File: src/rtl/servo_pkg.sv
// Shared types and the angle-to-pulse-width conversion for the servo PWM generator.
package servo_pkg;

    localparam int unsigned ANGLE_MAX = 180;
    localparam int unsigned ANGLE_W   = 8;
    localparam int unsigned US_W      = 16;
    localparam int unsigned PROD_W    = 11;

    typedef logic [ANGLE_W-1:0] angle_t;
    typedef logic [US_W-1:0]    us_t;

    // 11 us per 2 deg; angles are pre-clamped to 180, so the 11-bit product never overflows
    function automatic us_t angle_to_us(angle_t a, us_t min_us);
        logic [PROD_W-1:0] prod;
        prod = PROD_W'(a) * PROD_W'(11);
        return min_us + us_t'(prod >> 1);
    endfunction

endpackage

File: src/rtl/servo_channel.sv
// One servo output: clamps the target angle, slews the applied angle at frame wrap,
// and compares the shared frame counter against the resulting pulse width.
module servo_channel
    import servo_pkg::*;
#(
    parameter int unsigned MIN_US     = 1000,
    parameter int unsigned MAX_STEP   = 2,
    parameter int unsigned HOME_ANGLE = 10
) (
    input  logic        clk,
    input  logic        rst,
    input  logic        enable,
    input  logic        frame_wrap,
    input  logic [15:0] frame_cnt,
    input  logic [7:0]  tgt,
    output logic        pwm
);

    localparam angle_t HOME      = angle_t'(HOME_ANGLE);
    localparam angle_t STEP      = angle_t'(MAX_STEP);
    localparam angle_t LIMIT     = angle_t'(ANGLE_MAX);
    localparam us_t    MIN_W     = us_t'(MIN_US);
    localparam bit     UNLIMITED = (MAX_STEP == 0);

    angle_t tgt_c;
    angle_t applied_q, applied_d;
    us_t    width_c;
    logic   pwm_q, pwm_d;

    // Applied angle moves toward the clamped target only at frame wrap, bounded by STEP
    always_comb begin
        tgt_c     = (tgt > LIMIT) ? LIMIT : tgt;
        applied_d = applied_q;
        if (frame_wrap && enable) begin
            if (tgt_c >= applied_q) begin
                if (UNLIMITED || ((tgt_c - applied_q) <= STEP)) begin
                    applied_d = tgt_c;
                end else begin
                    applied_d = applied_q + STEP;
                end
            end else begin
                if (UNLIMITED || ((applied_q - tgt_c) <= STEP)) begin
                    applied_d = tgt_c;
                end else begin
                    applied_d = applied_q - STEP;
                end
            end
        end
    end

    always_comb begin
        width_c = angle_to_us(applied_q, MIN_W);
        pwm_d   = enable && (frame_cnt < width_c);
    end

    always_ff @(posedge clk) begin
        if (rst) begin
            applied_q <= HOME;
            pwm_q     <= 1'b0;
        end else begin
            applied_q <= applied_d;
            pwm_q     <= pwm_d;
        end
    end

    assign pwm = pwm_q;

endmodule

File: src/rtl/servo_pwm_gen.sv
// Four-channel servo PWM generator: shared microsecond prescaler and frame counter,
// one servo_channel per output.
module servo_pwm_gen
    import servo_pkg::*;
#(
    parameter int unsigned CLK_HZ     = 50_000_000,
    parameter int unsigned FRAME_US   = 20000,
    parameter int unsigned MIN_US     = 1000,
    parameter int unsigned MAX_STEP   = 2,
    parameter int unsigned HOME_ANGLE = 10
) (
    input  logic       clk,
    input  logic       rst,
    input  logic       enable,
    input  logic [7:0] angle1,
    input  logic [7:0] angle2,
    input  logic [7:0] angle3,
    input  logic [7:0] angle4,
    output logic       pwm1,
    output logic       pwm2,
    output logic       pwm3,
    output logic       pwm4,
    output logic       frame_start
);

    localparam int unsigned DIV   = CLK_HZ / 1_000_000;
    localparam int unsigned PRE_W = (DIV > 1) ? $clog2(DIV) : 1;
    localparam logic [PRE_W-1:0] PRE_MAX   = PRE_W'(DIV - 1);
    localparam us_t              FRAME_MAX = us_t'(FRAME_US - 1);

    logic [PRE_W-1:0] us_cnt_q, us_cnt_d;
    us_t              frame_cnt_q, frame_cnt_d;
    logic             frame_start_q;
    logic             us_tick_c;
    logic             frame_wrap_c;
    logic [7:0]       tgt_c [4];
    logic [3:0]       pwm_c;

    always_comb begin
        us_tick_c    = (us_cnt_q == PRE_MAX);
        frame_wrap_c = us_tick_c && (frame_cnt_q == FRAME_MAX);
        us_cnt_d     = us_tick_c ? '0 : us_cnt_q + 1'b1;
        frame_cnt_d  = frame_cnt_q;
        if (us_tick_c) begin
            frame_cnt_d = frame_wrap_c ? '0 : frame_cnt_q + 1'b1;
        end
    end

    always_ff @(posedge clk) begin
        if (rst) begin
            us_cnt_q      <= '0;
            frame_cnt_q   <= '0;
            frame_start_q <= 1'b0;
        end else begin
            us_cnt_q      <= us_cnt_d;
            frame_cnt_q   <= frame_cnt_d;
            frame_start_q <= frame_wrap_c;
        end
    end

    assign tgt_c[0] = angle1;
    assign tgt_c[1] = angle2;
    assign tgt_c[2] = angle3;
    assign tgt_c[3] = angle4;

    for (genvar i = 0; i < 4; i++) begin : g_ch
        servo_channel #(
            .MIN_US     (MIN_US),
            .MAX_STEP   (MAX_STEP),
            .HOME_ANGLE (HOME_ANGLE)
        ) u_ch (
            .clk        (clk),
            .rst        (rst),
            .enable     (enable),
            .frame_wrap (frame_wrap_c),
            .frame_cnt  (frame_cnt_q),
            .tgt        (tgt_c[i]),
            .pwm        (pwm_c[i])
        );
    end

    assign pwm1        = pwm_c[0];
    assign pwm2        = pwm_c[1];
    assign pwm3        = pwm_c[2];
    assign pwm4        = pwm_c[3];
    assign frame_start = frame_start_q;

endmodule

File: config.mk
export PLATFORM = sky130hd
export DESIGN_NAME = servo_pwm_gen
export DESIGN_NICKNAME = d
export VERILOG_FILES = /design/src/rtl/servo_pkg.sv /design/src/rtl/servo_channel.sv /design/src/rtl/servo_pwm_gen.sv
export SDC_FILE = /design/constraint.sdc
export NUM_CORES = 1
export LEC_CHECK = 0
export ABC_AREA = 1
export BUFFER_PORTS_ARGS = -buffer_cell sky130_fd_sc_hd__clkbuf_2
export CAP_MARGIN = 0
export CORE_ASPECT_RATIO = 0.6
export CORE_MARGIN = 8
export CORE_UTILIZATION = 60
export DETAILED_ROUTE_END_ITERATION = 8
export PLACE_DENSITY = 0.9
export SETUP_SLACK_MARGIN = 0.4
export SLEW_MARGIN = 20
export SYNTH_ARGS = -nofsm -noshare
export SYNTH_HDL_FRONTEND = slang
export SYNTH_SLANG_ARGS = --single-unit
File: constraint.sdc
create_clock -name clk -period 6.12 [get_ports clk]
set_input_delay 1.224 -clock clk [delete_from_list [all_inputs] [get_ports clk]]
set_output_delay 1.224 -clock clk [all_outputs]
set_load 0.01 [all_outputs]
# Word-level counts from Yosys, hierarchy flattened
# Cells that the tools add are included.
[totals]
ff_bits = 59
inputBits = 35
elab_cells = 83
[op_classes]
add_sub_neg = 22
multipliers = 4
order_cmp = 20
n_eq_ne = 2
n_mux = 17
n_reduce_logical = 7
[op_table]
columns = ["op", "count"]
rows = [
  ["2-to-1 mux 8 bit", 16],
  ["<= comparator 8 x 2 -> 1 bit, second input constant", 8],
  ["< comparator 16 bit", 4],
  ["subtractor 8 bit", 8],
  ["adder 10 x 10 -> 11 bit, first input constant", 4],
  ["multiplier 8 x 4 -> 11 bit, second input constant", 4],
  ["adder 8 x 2 -> 8 bit, second input constant", 4],
  ["greater-or-equal comparator 8 bit", 4],
  ["greater-than comparator 8 bit, second input constant", 4],
  ["subtractor 8 x 2 -> 8 bit, second input constant", 4],
  ["adder 16 x 1 -> 16 bit, second input constant", 1],
  ["equality test 16 x 15 -> 1 bit, second input constant", 1],
  ["2-to-1 mux 16 bit", 1],
  ["adder 6 x 1 -> 6 bit, second input constant", 1],
  ["equality test 6 bit, second input constant", 1],
  ["logical AND 1 bit", 6],
  ["OR reduction 2 bit", 1],
]

# Longest topological paths before layout
[depth]
ltp_word = 6
mapped_depth = 25

# Cells and area by module
# Synthesis repeated with hierarchy kept, for this count alone.
[unflattened]
hier_cells = 1875
area_unflattened_um2 = 11767.5
[by_module_without_submodules]
columns = ["mod", "n_inst", "cells_per_inst", "area_each_um2"]
rows = [
  ["servo_channel at g_ch[1].u_ch ...", 2, 423, 2618.8],
  ["servo_channel at g_ch[2].u_ch", 1, 428, 2660.1],
  ["servo_channel at g_ch[0].u_ch", 1, 423, 2621.3],
  ["servo_pwm_gen", 1, 178, 1248.7],
]

# Worst setup path before layout
# Ideal clock, no wire load.
[synth_timing]
path_kind = "in2reg"
from = "in angle1[7]"
to = "reg g_ch[0].u_ch.applied_q[2]"
setup_time_ps = 113
t_arrival_ps = 3425
required_ps = 6007
setup_slack_ps = 2582
stages = 18
n_path_buf = 0
path_cell_list = "inv_1 -> nor3_1 -> nand4_1 -> nand2_1 -> inv_1 -> nor2_1 -> inv_1 -> fa_1 -> nand3_1 -> nand3_1 -> nand2_1 -> nand3_1 -> nor2_2 -> nand2_2 -> nand2_2 -> nand3_2 -> nor2_1 -> nor2_1"
[synth_between]
elab_chain_cells = 6
[synth_lines]
columns = ["item", "line", "source"]
rows = [
  ["start: declaration", "servo_pwm_gen.sv:15", "input logic [7:0] angle1,"],
  ["greater-than comparator 8 bit", "servo_channel.sv:32", "tgt_c = (tgt > LIMIT) ? LIMIT : tgt;"],
  ["2-to-1 mux 8 bit (*)", "servo_channel.sv:32", ""],
  ["subtractor 8 bit, on equally long branches", "servo_channel.sv:42, servo_channel.sv:36", ""],
  ["<= comparator 8 x 2 -> 1 bit, on equally long branches", "servo_channel.sv:42, servo_channel.sv:36", ""],
  ["2-to-1 mux 8 bit, on equally long branches", "servo_channel.sv:42, servo_channel.sv:36", ""],
  ["2-to-1 mux 8 bit (*)", "servo_channel.sv:35", "if (tgt_c >= applied_q) begin"],
  ["end signal: assignment", "servo_channel.sv:61", "applied_q <= applied_d;"],
  ["end: declaration", "servo_channel.sv:26", "angle_t applied_q, applied_d;"],
]
# Mark *: on every way between the ends. The rest lies on a longest branch, timed or not.
# A chain may end at the register's enable or synchronous reset.

# Final worst setup path
# Same ends and word-level chain as after synthesis.

==> flow_summary.yaml <==
global_routing:
  grt_pass1_vias: 10700
  antenna_found_initial: 0
  overflow: 0
  grt_max_degree: 28
  track_usage_pct: 26.3
  grt_pass1_wl_um: 51300
place:
  hpwl_um: 25100
  dpl_cell_area_um2: 11600
  io_buffers: 39
  dp_cells: 2048
  place_congestion: 1.08
  dp_slack_ps: 1860
clock_network:
  cts.sinks: 59
  cts_buffers: 9
  clock_tree.buffer_depth: 2
  cts_setup_buffers: 0
  ctsResizeCount: 0
  cts_tree: "done"
  postCtsHoldBufs: 0
  clkTransAtPathRegs_ps: 60
  root_buffer: "clkbuf_16"
  htree_levels: 3
  clk_latency_ps: 340
floorplanning:
  die_area_um2: 23600
  die_y_um: 122
  fp.dieW_um: 193
  core_um2: 18200
  initial_core_util_pct: 61.9
  ios: 40
  num_rows: 38
final_layout:
  finalInstanceArea_um2: 11900
  nets: 2069
  instances_no_fill: 2064
  num_antenna_cells: 0
  drive_above_1_share_pct: 6.25
  nFillCells: 1574
  register_area_um2: 1180
  multiInputGateArea_um2: 8650
  area_growth_pct: 5.89
  layout.core_utilization_pct: 65.5
drt:
  drt-total-wl_um: 31200
  viasPerCell: 5.79
  drtPass1Iterations: 6
  drt-initial-drc-count: 1463
  drc: 0
  wl_per_cell_um: 15.1
  vias: 12000
  postRouteAntennaNets: 0
sta:
  min_period_over_period_pct: 66.4
  holdWs_ps: 484
  report.final.slew_viol_count: 0
  finClkSkew_ps: 6.47
  fin_crit_ps: 4060
  tns_ps: 0
  fmax_mhz: 246
  rsz0062_at_grt: "false"
  tightest_slew_ps: 812
  hold_viol_final: 0
  fin_ws_ps: 2060
  relSlewSlack_pct: 45.6
  finalSetupViolCount: 0
pwr:
  p_leak_nw: 6.55
  irDropWorstVdd_mv: 0.124
  p_per_area_nw_per_um2: 104
  p_total_mw: 1.24
yosys:
  synth_ff_type: "dfxtp_1"
  async_flop_share_pct: 0
  synth-seq-cells: 59
  syn_avg_cell_area_um2: 6.28
  synth-edff-count: 0
  synth.area.top_cells: "ha_1, nand2_1, inv_1, dfxtp_1, nand3_1"
  syn_nets: 2043
  yosysTopAreaCell: "ha_1"
  syn_inst: 1793
  synth_cell_types: 45
  yosysWarnings: 0
  ys_seq_area_share_pct: 10.5
  synthesis.area_um2: 11300
  synth_top_area_share_pct: 20.8
worst_setup_path:
  cp-start-kind: "input port"
  r2r-end: "g_ch[3].u_ch.pwm"
  endpoint: "g_ch[0].u_ch.applied_q[2]"
  end_kind: "flip-flop"
  critical_path_arrival_ps: 4290
  required_ps: 6350
  setup.worst_path.class: "input port to flip-flop"
  r2r_cells: 16
  critPathLaunch: "angle1[7]"
  critPathMaxFanout: 7
  reg2reg_slack_ps: 2120
  crit-reg2reg-launch: "g_ch[3].u_ch.applied_q[1]"
run_status:
  outcome: "finished, final reports clean"
flow_run:
  maxCapViolCount: 0
hold_path:
  hold_path_class: "flip-flop to flip-flop"
-- Yosys cell counts (6+ instances only) --
library cell  number
inv_2              6
nor3b_1            7
nor3_1            37
nor2_4             6
nand2_2           20
nand4_1           39
buf_4              6
a21oi_1          100
buf_2              6
xor2_1            70
nand3b_1           7
clkbuf_1          10
nand3_1          208
o21ai_0           27
nand2_1          428
nor4_1            10
dfxtp_1           59
ha_1             187
nor2_2            12
inv_1            335
xnor2_1           18
nor2_1           113
fa_1              28
o211ai_1           8
-- how the worst min path moves through the flow --
stage / depth (start not counted) / endpoint / startpoint
CTS: 1 / frame_cnt_q[12] / frame_cnt_q[12]
finish: 1 / frame_cnt_q[12] / frame_cnt_q[12]
floorplan: 1 / us_cnt_q[0] / us_cnt_q[0]
detailed placement: 1 / frame_cnt_q[12] / frame_cnt_q[12]
global route: 1 / frame_cnt_q[12] / frame_cnt_q[12]
global placement: 1 / us_cnt_q[0] / us_cnt_q[0]
-- report_power, final --
| part | switching [mW] | leakage [nW] | internal (mW) |
|---|---|---|---|
| registers | 0.00213 | 0.477 | 0.387 |
| logic | 0.227 | 5.92 | 0.106 |
| clock network | 0.193 | 0.145 | 0.326 |
| total | 0.423 | 6.55 | 0.819 |
-- flip-flops by register name, indices dropped and copies added (netlist names) --
| signal | count |
|---|---|
| g_ch.u_ch.applied_q | 32 |
| us_cnt_q | 6 |
| frame_cnt_q | 16 |
| frame_start | 1 |
| g_ch.u_ch.pwm | 4 |
-- cell families after synthesis --
logic type / Yosys count / share of synthesized area (%)
and+or+nand+nor: 899 / 36.1
buffers and inverters: 368 / 12.7
adders and majority gates: 215 / 25.7
AOI/OAI and AO/OA: 164 / 8.09
xor gates and xnor gates: 88 / 6.84
DFF: 59 / 10.5
-- cell usage in the layout (no fill, tap or decap), types with 4 or more instances in the layout --
cell type,n
ha_1,187
nor4_1,10
o21bai_1,5
o211ai_1,8
nor3b_1,7
inv_1,335
nor2_1,113
nand2_2,20
a21oi_1,100
o21ai_0,27
xor2_1,70
nand3b_1,7
dfxtp_1,59
clkbuf_2,39
nand2_1,428
nand3_1,208
a21boi_0,4
nor2_4,6
nand4_1,39
xnor2_1,18
nor3_1,37
nor2_2,12
inv_2,6
o21a_1,5
fa_1,28
clkbuf_16,9
nand3_2,5
-- per-layer routing --
metal,global-route usage (%),up-vias,share of wire [%]
li1,-,5833,-
met1,38.7,5372,46
met2,36.8,691,39
met3,7.79,54,14
met4,5.85,0,1.5
met5,0,-,0
-- worst max-delay path: stages --
cell and delay [ps]:
clkbuf_2 110, inv_1 60, nor3_1 230, nand4_1 110
nand2_1 130, inv_1 100, nor2_1 360, inv_1 150
fa_1 550, inv_1 90, nor2_1 40, nor2_1 220
nand3_1 130, nor2_2 190, nand2_2 150, nand2_2 140
nand3_2 120, nor2_1 130, nor2_1 60
-- area by class of cell --
| cell class | count | share of cell area [%] |
|---|---|---|
| Inverter | 342 | 10.8 |
| Timing Repair Buffer | 41 | 1.76 |
| Tap cell | 240 | 2.52 |
| Multi-Input combinational cell | 1366 | 72.5 |
| Clock inverter | 6 | 0.535 |
| Sequential cell | 59 | 9.90 |
| Clock buffer | 10 | 2.00 |
Power figures use the tool's default switching activity.
